## src/rtl/muldiv_unit_pkg.sv

```systemverilog
// md_defines: shared definitions for the iterative RV32M multiply/divide unit.
//   md_op_e     - funct3 operation encodings (MD_MUL .. MD_REMU)
//   md_state_e  - sequencer states
//   MD_ZERO_REG - register index driven on rd_waddr_o when no result is valid
package md_defines;

  typedef enum logic [2:0] {
    MD_MUL    = 3'b000,
    MD_MULH   = 3'b001,
    MD_MULHSU = 3'b010,
    MD_MULHU  = 3'b011,
    MD_DIV    = 3'b100,
    MD_DIVU   = 3'b101,
    MD_REM    = 3'b110,
    MD_REMU   = 3'b111
  } md_op_e;

  typedef enum logic [1:0] {
    MD_IDLE,
    MD_CALC,
    MD_DONE
  } md_state_e;

  localparam int unsigned MD_ZERO_REG = 0;

endpackage

```

## src/rtl/muldiv_unit_step.sv

```systemverilog
// md_step: one combinational iteration shared by multiply and divide.
//   div_i  - 1: restoring-divide step, 0: shift-add multiply step
//   hi_i   - upper accumulator / partial remainder (DATA_W+1 bits)
//   lo_i   - lower accumulator: multiplier bits or dividend/quotient bits
//   opnd_i - multiplicand (multiply) or divisor (divide) magnitude
//   hi_o, lo_o - accumulator after this iteration
module md_step #(
  parameter int unsigned DATA_W = 32
) (
  input  logic              div_i,
  input  logic [DATA_W:0]   hi_i,
  input  logic [DATA_W-1:0] lo_i,
  input  logic [DATA_W-1:0] opnd_i,
  output logic [DATA_W:0]   hi_o,
  output logic [DATA_W-1:0] lo_o
);

  logic [DATA_W:0]   a;
  logic [DATA_W:0]   b;
  logic [DATA_W+1:0] s;

  // One adder serves both modes: divide computes a - opnd as a + ~opnd + 1,
  // and the carry out of bit DATA_W+1 is the "no borrow" quotient bit.
  always_comb begin
    if (div_i) begin
      a = {hi_i[DATA_W-1:0], lo_i[DATA_W-1]};
      b = ~{1'b0, opnd_i};
    end else begin
      a = hi_i;
      b = lo_i[0] ? {1'b0, opnd_i} : '0;
    end
    s = {1'b0, a} + {1'b0, b} + {{(DATA_W+1){1'b0}}, div_i};
    if (div_i) begin
      hi_o = s[DATA_W+1] ? s[DATA_W:0] : a;
      lo_o = {lo_i[DATA_W-2:0], s[DATA_W+1]};
    end else begin
      hi_o = s[DATA_W+1:1];
      lo_o = {s[0], lo_i[DATA_W-1:1]};
    end
  end

endmodule

```

## src/rtl/muldiv_unit.sv

```systemverilog
// muldiv_unit: iterative RV32M multiply/divide unit, one result bit per cycle.
//   clk, rst        - clock, synchronous active-high reset
//   start_i, op_i   - request and funct3 operation
//   rs1_rdata       - dividend / multiplicand
//   rs2_rdata       - divisor / multiplier
//   rd_waddr        - destination register
//   flush_i         - abort in-flight operation
//   hold_o          - PC stall request
//   done_o          - one-cycle result-valid pulse
//   rd_waddr_o      - destination register (zero register when idle)
//   rd_wdata_o      - result (zero when idle)
module muldiv_unit
  import md_defines::*;
#(
  parameter int unsigned DATA_W = 32,
  parameter int unsigned REG_AW = 5
) (
  input  logic              clk,
  input  logic              rst,
  input  logic              start_i,
  input  logic [2:0]        op_i,
  input  logic [DATA_W-1:0] rs1_rdata,
  input  logic [DATA_W-1:0] rs2_rdata,
  input  logic [REG_AW-1:0] rd_waddr,
  input  logic              flush_i,
  output logic              hold_o,
  output logic              done_o,
  output logic [REG_AW-1:0] rd_waddr_o,
  output logic [DATA_W-1:0] rd_wdata_o
);

  localparam int unsigned CNT_W = $clog2(DATA_W + 1);

  md_state_e         state_q;
  md_op_e            op_q;
  logic [REG_AW-1:0] rd_q;
  logic              neg_q;
  logic [DATA_W-1:0] opnd_q;
  logic [DATA_W:0]   hi_q;
  logic [DATA_W-1:0] lo_q;
  logic [CNT_W-1:0]  cnt_q;
  logic              done_q;
  logic [REG_AW-1:0] waddr_q;
  logic [DATA_W-1:0] wdata_q;

  md_op_e              op_in;
  logic                accept;
  logic                sgn1, sgn2, is_div_in, is_rem_in, neg_in, div0, ovf;
  logic [DATA_W-1:0]   abs1, abs2, fast_res, calc_res;
  logic [DATA_W:0]     step_hi;
  logic [DATA_W-1:0]   step_lo;
  logic [2*DATA_W-1:0] prod, prod_s;
  logic [DATA_W-1:0]   quo_s, rem_s;

  assign op_in  = md_op_e'(op_i);
  assign accept = start_i & ~flush_i & ~rst &
                  ((state_q == MD_IDLE) | (state_q == MD_DONE));

  always_comb begin
    sgn1      = rs1_rdata[DATA_W-1] &
                (op_in inside {MD_MUL, MD_MULH, MD_MULHSU, MD_DIV, MD_REM});
    sgn2      = rs2_rdata[DATA_W-1] & (op_in inside {MD_MUL, MD_MULH, MD_DIV, MD_REM});
    abs1      = sgn1 ? -rs1_rdata : rs1_rdata;
    abs2      = sgn2 ? -rs2_rdata : rs2_rdata;
    is_div_in = op_i[2];
    is_rem_in = op_i[2] & op_i[1];
    neg_in    = is_rem_in ? sgn1 : (sgn1 ^ sgn2);
    div0      = is_div_in & (rs2_rdata == '0);
    ovf       = (op_in inside {MD_DIV, MD_REM}) &
                (rs1_rdata == {1'b1, {(DATA_W-1){1'b0}}}) & (rs2_rdata == '1);
    if (div0) fast_res = is_rem_in ? rs1_rdata : '1;
    else      fast_res = is_rem_in ? '0 : rs1_rdata;
  end

  md_step #(.DATA_W(DATA_W)) u_step (
    .div_i  (op_q[2]),
    .hi_i   (hi_q),
    .lo_i   (lo_q),
    .opnd_i (opnd_q),
    .hi_o   (step_hi),
    .lo_o   (step_lo)
  );

  // Sign correction is applied to the final step output so the corrected
  // result lands in the output register on the last CALC cycle.
  always_comb begin
    prod   = {step_hi[DATA_W-1:0], step_lo};
    prod_s = neg_q ? -prod : prod;
    quo_s  = neg_q ? -step_lo : step_lo;
    rem_s  = neg_q ? -step_hi[DATA_W-1:0] : step_hi[DATA_W-1:0];
    case (op_q)
      MD_MUL:                       calc_res = prod_s[DATA_W-1:0];
      MD_MULH, MD_MULHSU, MD_MULHU: calc_res = prod_s[2*DATA_W-1:DATA_W];
      MD_DIV, MD_DIVU:              calc_res = quo_s;
      default:                      calc_res = rem_s;
    endcase
  end

  always_ff @(posedge clk) begin
    if (rst) begin
      state_q <= MD_IDLE;
      op_q    <= MD_MUL;
      rd_q    <= '0;
      neg_q   <= 1'b0;
      opnd_q  <= '0;
      hi_q    <= '0;
      lo_q    <= '0;
      cnt_q   <= '0;
      done_q  <= 1'b0;
      waddr_q <= REG_AW'(MD_ZERO_REG);
      wdata_q <= '0;
    end else begin
      done_q  <= 1'b0;
      waddr_q <= REG_AW'(MD_ZERO_REG);
      wdata_q <= '0;
      if (flush_i) begin
        state_q <= MD_IDLE;
      end else begin
        case (state_q)
          MD_CALC: begin
            hi_q  <= step_hi;
            lo_q  <= step_lo;
            cnt_q <= cnt_q - 1'b1;
            if (cnt_q == CNT_W'(1)) begin
              state_q <= MD_DONE;
              done_q  <= 1'b1;
              waddr_q <= rd_q;
              wdata_q <= calc_res;
            end
          end
          default: begin
            if (accept) begin
              op_q   <= op_in;
              rd_q   <= rd_waddr;
              neg_q  <= neg_in;
              opnd_q <= is_div_in ? abs2 : abs1;
              lo_q   <= is_div_in ? abs1 : abs2;
              hi_q   <= '0;
              cnt_q  <= CNT_W'(DATA_W);
              if (div0 | ovf) begin
                state_q <= MD_DONE;
                done_q  <= 1'b1;
                waddr_q <= rd_waddr;
                wdata_q <= fast_res;
              end else begin
                state_q <= MD_CALC;
              end
            end else begin
              state_q <= MD_IDLE;
            end
          end
        endcase
      end
    end
  end

  assign hold_o     = accept | (state_q == MD_CALC);
  assign done_o     = done_q;
  assign rd_waddr_o = waddr_q;
  assign rd_wdata_o = wdata_q;

endmodule
```

## config.mk

```make
export PLATFORM = sky130hd
export DESIGN_NAME = muldiv_unit
export DESIGN_NICKNAME = d
export VERILOG_FILES = /design/src/rtl/muldiv_unit_pkg.sv /design/src/rtl/muldiv_unit_step.sv /design/src/rtl/muldiv_unit.sv
export SDC_FILE = /design/constraint.sdc
export NUM_CORES = 1
export LEC_CHECK = 0
export ABC_AREA = 0
export BUFFER_PORTS_ARGS = -buffer_cell sky130_fd_sc_hd__buf_2
export CAP_MARGIN = 20
export CELL_PAD_IN_SITES_DETAIL_PLACEMENT = 1
export CELL_PAD_IN_SITES_GLOBAL_PLACEMENT = 2
export CORE_MARGIN = 2
export CORE_UTILIZATION = 38
export DETAILED_ROUTE_END_ITERATION = 8
export GPL_TIMING_DRIVEN = 0
export PLACE_DENSITY = 0.87
export SYNTH_ARGS = -nofsm -noshare
export SYNTH_HDL_FRONTEND = slang
export SYNTH_SLANG_ARGS = --single-unit
export TNS_END_PERCENT = 10
```

## constraint.sdc

```tcl
create_clock -name clk -period 19.33 [get_ports clk]
set_input_delay 3.866 -clock clk [delete_from_list [all_inputs] [get_ports clk]]
set_output_delay 3.866 -clock clk [all_outputs]
set_load 0.03 [all_outputs]
```

==> results of run 1 <==
## layout by cell type (no fill, tap or decap), types with 37 or more instances in the layout
cell type / instances
nor2_1: 296
a211oi_1: 45
ha_1: 39
o21ai_0: 147
xnor2_1: 75
buf_2: 128
xor2_1: 71
mux2i_1: 52
dfxtp_1: 152
a21oi_1: 168
nor3_1: 81
inv_1: 40
o22ai_1: 37
clkbuf_1: 103
nand2_1: 259
## stage by stage
stage | setup WS [ns] | utilization [%] | power (mW) | cells | area, µm²
after detailed placement | 8.886 | 41.71 | 0.6375 | 2712 | 15670
after CTS | 8.816 | 43.30 | 0.9824 | 2744 | 16270
after floorplan | 10.66 | - | 0.5175 | 2086 | 14460
after global placement | 8.567 | 41.68 | 0.6329 | 2710 | 15660
final | 8.322 | 43.30 | 0.9934 | 2744 | 16270
after global routing | 8.013 | 43.30 | 1.024 | 2744 | 16270
## state kept, by name, indices dropped and copies added, names as in the netlist
name / flops
neg_q: 1
rd_wdata_o: 32
rd_q: 5
hi_q: 33
rd_waddr_o: 5
lo_q: 32
cnt_q: 6
done_o: 1
op_q: 3
state_q: 2
opnd_q: 32
## logic make-up (layout without fill, tap and decap cells)
| group | Yosys count | in the layout |
|---|---|---|
| simple gates | 828 | 828 |
| compound gates | 657 | 657 |
| mux | 82 | 82 |
| xor+xnor | 146 | 146 |
| buf+inv | 180 | 327 |
| fa+ha+maj | 41 | 41 |
| flops | 152 | 152 |
## cell type report
type                            count  area share [%]
Buffer                            137           3.545
Clock buffer                       17           2.614
Clock inverter                     15           1.069
Inverter                           43          0.9919
Multi-Input combinational cell   1754           65.61
Sequential cell                   152           18.70
Tap cell                          511           3.929
Timing Repair Buffer              115           3.537
## power by group through the flow
stage	Sequential [mW]	Clock (mW)	Combinational, mW
finish	0.333	0.351	0.310
global route	0.334	0.364	0.327
CTS	0.332	0.350	0.300
detailed placement	0.339	0	0.298
global placement	0.339	0	0.294
floorplan	0.335	0	0.183
## worst max-delay path, delay by kind of cell, from the launching register on
kind	cells	cell delay, ns
flops	1	0.58
mux	1	0.43
compound gates	8	2.56
buf+inv	12	5.10
simple gates	6	1.91
fa+ha+maj	1	0.27
## final timing paths
kind	to	startpoint	slack [ns]	cells past startpoint
max	rd_wdata_o[15]$_SDFF_PP0_	op_q[2]$_SDFFE_PP0P_	8.32	28
min	rd_q[0]$_SDFFE_PP0P_	rd_q[0]$_SDFFE_PP0P_	0.46	2
max reg2reg	rd_wdata_o[15]$_SDFF_PP0_	op_q[2]$_SDFFE_PP0P_	8.32	28
min reg2reg	rd_q[0]$_SDFFE_PP0P_	rd_q[0]$_SDFFE_PP0P_	0.46	2
## metal layers
metal	wire (µm)	vias up	GRT usage, %
li1	-	7839	-
met1	32160	8462	49.19
met2	34520	721	61.41
met3	5019	198	5.924
met4	4992	2	23.08
met5	10	-	0
==> results.json, run 1 <==
{
  "cp_slowest_stage_delay_ns": 0.66,
  "postCtsSetupBuffers": 0,
  "ys_async_sr_fraction_pct": 0,
  "cts_root_buf": "clkbuf_16",
  "synth_top_family_by_area": "compound AO/OA/AOI/OAI gates",
  "cts_buffer_depth": 2,
  "insertion_delay_ns": 0.46,
  "route.detailed.drc": 0,
  "portBuffers": 113,
  "gr-total-overflow": 0,
  "netlist_top_cells_count": "296 x nor2_1, 259 x nand2_1, 168 x a21oi_1, 152 x dfxtp_1, 147 x o21ai_0",
  "drv_slew": 0,
  "synth_area_leaders": "dfxtp_1 21%, nor2_1 7.7%, nand2_1 6.7%, a21oi_1 5.8%, o21ai_0 5.1%",
  "startpoint_type": "flip-flop",
  "grt_max_degree": 19,
  "vias": 17220,
  "hp-class": "reg2reg",
  "dp.final_hpwl_mm": 62.97,
  "drive_gt1_share_pct": 11.02,
  "clk_pin_slew_ns": 0.08,
  "fin_crit_sh_pct": 56.95,
  "num-fill-cells": 4908,
  "synth_warnings": 0,
  "leakage_nw": 5.940,
  "grt_setup_unrepaired": "no",
  "crit_top_cell": "buf_2",
  "combPwrFrac_pct": 31.2,
  "worst_hold_slack_ns": 0.4633,
  "fin_tns_setup_ns": 0,
  "rows": 71,
  "grt_pass1_wl_mm": 111.8,
  "ctsHoldBuffers": 0,
  "tritoncts": "yes",
  "cellInternalPower_mw": 0.5871,
  "syn2layout_area_growth_pct": 12.55,
  "sequentialPowerShare_pct": 33.5,
  "die_area_um2": 39620,
  "fin_crit_ns": 11.01,
  "grt_usage_pct": 38.56,
  "synthCells": 2086,
  "synth_top_area_cell": "dfxtp_1",
  "numCtsBuffers": 17,
  "cp_slowest_cell": "clkbuf_1",
  "yosysSeqAreaShare_pct": 21.05,
  "ios": 115,
  "clkPwrFrac_pct": 35.3,
  "synth_fp_nets": 2203,
  "cts_sinks": 152,
  "ys_ff_latch": 152,
  "initial_core_util_pct": 38.47,
  "switching_power_mw": 0.4063,
  "arrival_ns": 11.34,
  "slew_headroom_pct": 29.46,
  "synth_edf_count": 0,
  "tightest_slew_ns": 1.054,
  "end_kind": "flip-flop",
  "synth-xor-area-share_pct": 8.845,
  "place_congestion": 0.9931,
  "wire_per_inst_um": 27.95,
  "synth_mux_area_share_pct": 5.937,
  "status": "finished clean",
  "antenna_found_initial": 2,
  "critPathRequiredTime_ns": 19.66,
  "drt_iter0_drc": 1577,
  "synth.most_common_cell": "nor2_1",
  "drt_wl_total_mm": 76.71,
  "ir_worst_vdd_mv": 0.06177,
  "avgSynthCellArea_um2": 6.931,
  "first_pass_iters": 6,
  "clock_skew_ns": 0.01766,
  "synthAdderAreaFrac_pct": 3.652,
  "setup_viol": 0,
  "core_area_um2": 37580,
  "cts_htree_levels": 4,
  "synthSimpleGateAreaFrac_pct": 25.99,
  "nets": 2337,
  "synth_compound_area_share_pct": 29.42,
  "viasPerCell": 6.276,
  "finalHoldViolations": 0,
  "crit_path_max_fanout": 10,
  "critPathKind": "reg2reg",
  "grt_pass1_vias": 16930,
  "die_w_um": 199.1,
  "drv_cap": 0,
  "yosysTopAreaCellShare_pct": 21.05,
  "synthesis.area_um2": 14460,
  "die_h_um": 199.1,
  "swShare_pct": 40.90,
  "regArea_um2": 3043,
  "p_per_area_nw_per_um2": 61.05,
  "fmax_mhz": 90.84,
  "yosys_most_used_dff": "dfxtp_1",
  "multi_input_area_um2": 10680,
  "synth_cell_type_count": 100,
  "postCtsResizedCells": 0,
  "insertedDiodeCount": 0,
  "ant_nets": 0
}
Power figures use the tool's default switching activity.
==> inputs of run 2 (changes only) <==
--- a/config.mk
+++ b/config.mk
@@ -5,16 +5,16 @@
 export SDC_FILE = /design/constraint.sdc
 export NUM_CORES = 1
 export LEC_CHECK = 0
-export ABC_AREA = 0
+export ABC_AREA = 1
 export BUFFER_PORTS_ARGS = -buffer_cell sky130_fd_sc_hd__buf_2
 export CAP_MARGIN = 20
 export CELL_PAD_IN_SITES_DETAIL_PLACEMENT = 1
 export CELL_PAD_IN_SITES_GLOBAL_PLACEMENT = 2
 export CORE_MARGIN = 2
-export CORE_UTILIZATION = 38
+export CORE_UTILIZATION = 29
 export DETAILED_ROUTE_END_ITERATION = 8
 export GPL_TIMING_DRIVEN = 0
-export PLACE_DENSITY = 0.87
+export PLACE_DENSITY = 0.77
 export SYNTH_ARGS = -nofsm -noshare
 export SYNTH_HDL_FRONTEND = slang
 export SYNTH_SLANG_ARGS = --single-unit
==> constraint.sdc (replaced) <==
create_clock -name clk -period 10 [get_ports clk]
set_input_delay 2 -clock clk [delete_from_list [all_inputs] [get_ports clk]]
set_output_delay 2 -clock clk [all_outputs]
set_load 0.03 [all_outputs]
==> run 2 against run 1 <==
First-iteration DRC count rose by 0.44%. Worst hold slack better by 0.011 ns. Non-clock buffer count shrank 11. Sequential cell count stayed put.
==> results.json, run 2 <==
{
  "insertedDiodeCount": 0,
  "cts_htree_levels": 4,
  "critPathKind": "reg2reg",
  "synth_edf_count": 0,
  "worst_hold_slack_ns": 0.4747,
  "synth_mux_area_share_pct": 0,
  "pre_cts_slack_ns": 2.524,
  "layout_common_cells": "941 x nand2_1, 338 x inv_1, 267 x nor2_1",
  "viasPerCell": 5.308,
  "ios": 115,
  "rows": 86,
  "synthAdderAreaFrac_pct": 3.526,
  "ctsHoldBuffers": 0,
  "grt_setup_unrepaired": "no",
  "avgSynthCellArea_um2": 5.639,
  "slew_headroom_pct": 24.61,
  "fmax_mhz": 128.5,
  "cts_root_buf": "clkbuf_16",
  "grt_pass1_vias": 19690,
  "crit_top_cell": "nand2_1",
  "nets": 3109,
  "ys_async_sr_fraction_pct": 0,
  "first_pass_iters": 5,
  "dp.final_hpwl_mm": 72.39,
  "grt_max_degree": 17,
  "yosys_most_used_dff": "dfxtp_1",
  "netlist_top_cells_count": "941 x nand2_1, 338 x inv_1, 267 x nor2_1, 204 x nand3_1, 166 x o21ai_0",
  "grt_pass1_wl_mm": 125.1,
  "synth-xor-area-share_pct": 5.382,
  "die_w_um": 239.7,
  "ys_ff_latch": 152,
  "gr-total-overflow": 0,
  "num-fill-cells": 7508,
  "finalHoldViolations": 0,
  "postCtsSetupBuffers": 0,
  "synth.most_common_cell": "nand2_1",
  "vias": 19920,
  "final_common_cell": "nand2_1",
  "drive_gt1_share_pct": 10.25,
  "place_congestion": 0.9799,
  "clk_pin_slew_ns": 0.07,
  "numCtsBuffers": 17,
  "end_kind": "flip-flop",
  "arrival_ns": 8.15,
  "cp_slowest_cell": "clkbuf_1",
  "synth_warnings": 0,
  "setup_viol": 0,
  "insertion_delay_ns": 0.49,
  "synthSimpleGateAreaFrac_pct": 42.55,
  "initial_core_util_pct": 29.30,
  "grt_usage_pct": 29.66,
  "cts_buffer_depth": 2,
  "yosysSeqAreaShare_pct": 18.89,
  "fin_crit_ns": 7.784,
  "cts_sinks": 152,
  "die_area_um2": 57460,
  "p_per_area_nw_per_um2": 113.8,
  "critPathRequiredTime_ns": 10.36,
  "drt_iter0_drc": 1584,
  "leakage_nw": 8.547,
  "crit_path_max_fanout": 10,
  "core_area_um2": 54990,
  "top_register": "hi_q",
  "yosysTopAreaCellShare_pct": 21.92,
  "synth_fp_nets": 2974,
  "drt_wl_total_mm": 85.85,
  "worst_slack_ns": 2.216,
  "startpoint_type": "flip-flop",
  "largest_register_ffs": 33,
  "synthCells": 2857,
  "dp.cells": 3721,
  "route.detailed.drc": 0,
  "antenna_found_initial": 4,
  "synth_compound_area_share_pct": 17.80,
  "synth_cell_type_count": 55,
  "synth_top_family_by_area": "simple AND/OR/NAND/NOR gates",
  "ant_nets": 0,
  "fin_tns_setup_ns": 0,
  "tritoncts": "yes",
  "cp_slowest_stage_delay_ns": 0.57,
  "wire_per_inst_um": 22.88,
  "ir_worst_vdd_mv": 0.1453,
  "clock_skew_ns": 0.02414,
  "postCtsResizedCells": 0,
  "synth_area_leaders": "nand2_1 22%, dfxtp_1 19%, inv_1 7.9%, nand3_1 6.3%, nor2_1 6.2%",
  "synth_top_area_cell": "nand2_1",
  "syn2layout_area_growth_pct": 12.90,
  "final_cells": 3753,
  "synthesis.area_um2": 16110,
  "drv_cap": 0,
  "die_h_um": 239.7,
  "fin_crit_sh_pct": 77.84,
  "drv_slew": 0,
  "status": "finished clean",
  "portBuffers": 114,
  "tightest_slew_ns": 1.127,
  "hp-class": "reg2reg"
}
## run 2: kinds of logic (layout without fill, tap and decap cells)
| kind of cell | Yosys count | in the layout |
|---|---|---|
| buf+inv | 479 | 627 |
| simple gates | 1591 | 1591 |
| flops | 152 | 152 |
| xor+xnor | 99 | 99 |
| fa+ha+maj | 45 | 45 |
| compound gates | 491 | 491 |
## run 2: routing by layer
layer / vias to the layer above / global-route usage (%) / wire length (µm) / part of all wire, %
met5: - / 0 / 40 / 0.047
met4: 8 / 13.69 / 4036 / 4.7
met3: 153 / 3.642 / 3723 / 4.3
met2: 573 / 49.18 / 39660 / 46
met1: 9704 / 38.22 / 38390 / 45
li1: 9484 / - / - / -
## run 2: power breakdown
part	switching, mW	leakage [nW]	internal [mW]	total [mW]
clock	0.324	0.264	0.328	0.652
sequential	0.0139	1.23	0.624	0.638
combinational	0.570	7.05	0.210	0.780
## run 2: cell type report
| class | instances | area, µm² | share of cell area [%] |
|---|---|---|---|
| repair buffers | 116 | 583.1 | 3.205 |
| clock inverters | 14 | 130.1 | 0.7154 |
| plain buffers | 125 | 579.3 | 3.185 |
| inverters | 354 | 1331 | 7.319 |
| flip-flops and latches | 152 | 3043 | 16.73 |
| well taps | 748 | 935.9 | 5.145 |
| multi-input cells | 2226 | 11160 | 61.34 |
| clock buffers | 18 | 429.2 | 2.359 |
## run 2: final timing paths
path              depth (start not counted)  slack, ns            startpoint                         to
setup reg to reg                         36       2.22  op_q[2]$_SDFFE_PP0P_  rd_wdata_o[20]$_SDFF_PP0_
hold reg to reg                           2       0.47  rd_q[0]$_SDFFE_PP0P_   rd_waddr_o[0]$_SDFF_PP0_
hold / removal                            2       0.47  rd_q[0]$_SDFFE_PP0P_   rd_waddr_o[0]$_SDFF_PP0_
setup / recovery                         36       2.22  op_q[2]$_SDFFE_PP0P_  rd_wdata_o[20]$_SDFF_PP0_
## run 2: worst max-delay path, delay by kind of cell, from the launching register on
family / cells / cell delay [ns]
fa+ha+maj: 2 / 0.53
compound gates: 3 / 0.74
simple gates: 20 / 3.27
flops: 1 / 0.31
buf+inv: 11 / 2.80
## run 2: stage by stage
step | util (%) | instance area [µm²] | power, mW
after floorplan | - | 16110 | 1.124
after global placement | 32.04 | 17620 | 1.397
after detailed placement | 32.06 | 17630 | 1.413
after CTS | 33.08 | 18190 | 2.061
after global routing | 33.08 | 18190 | 2.163
final | 33.08 | 18190 | 2.070
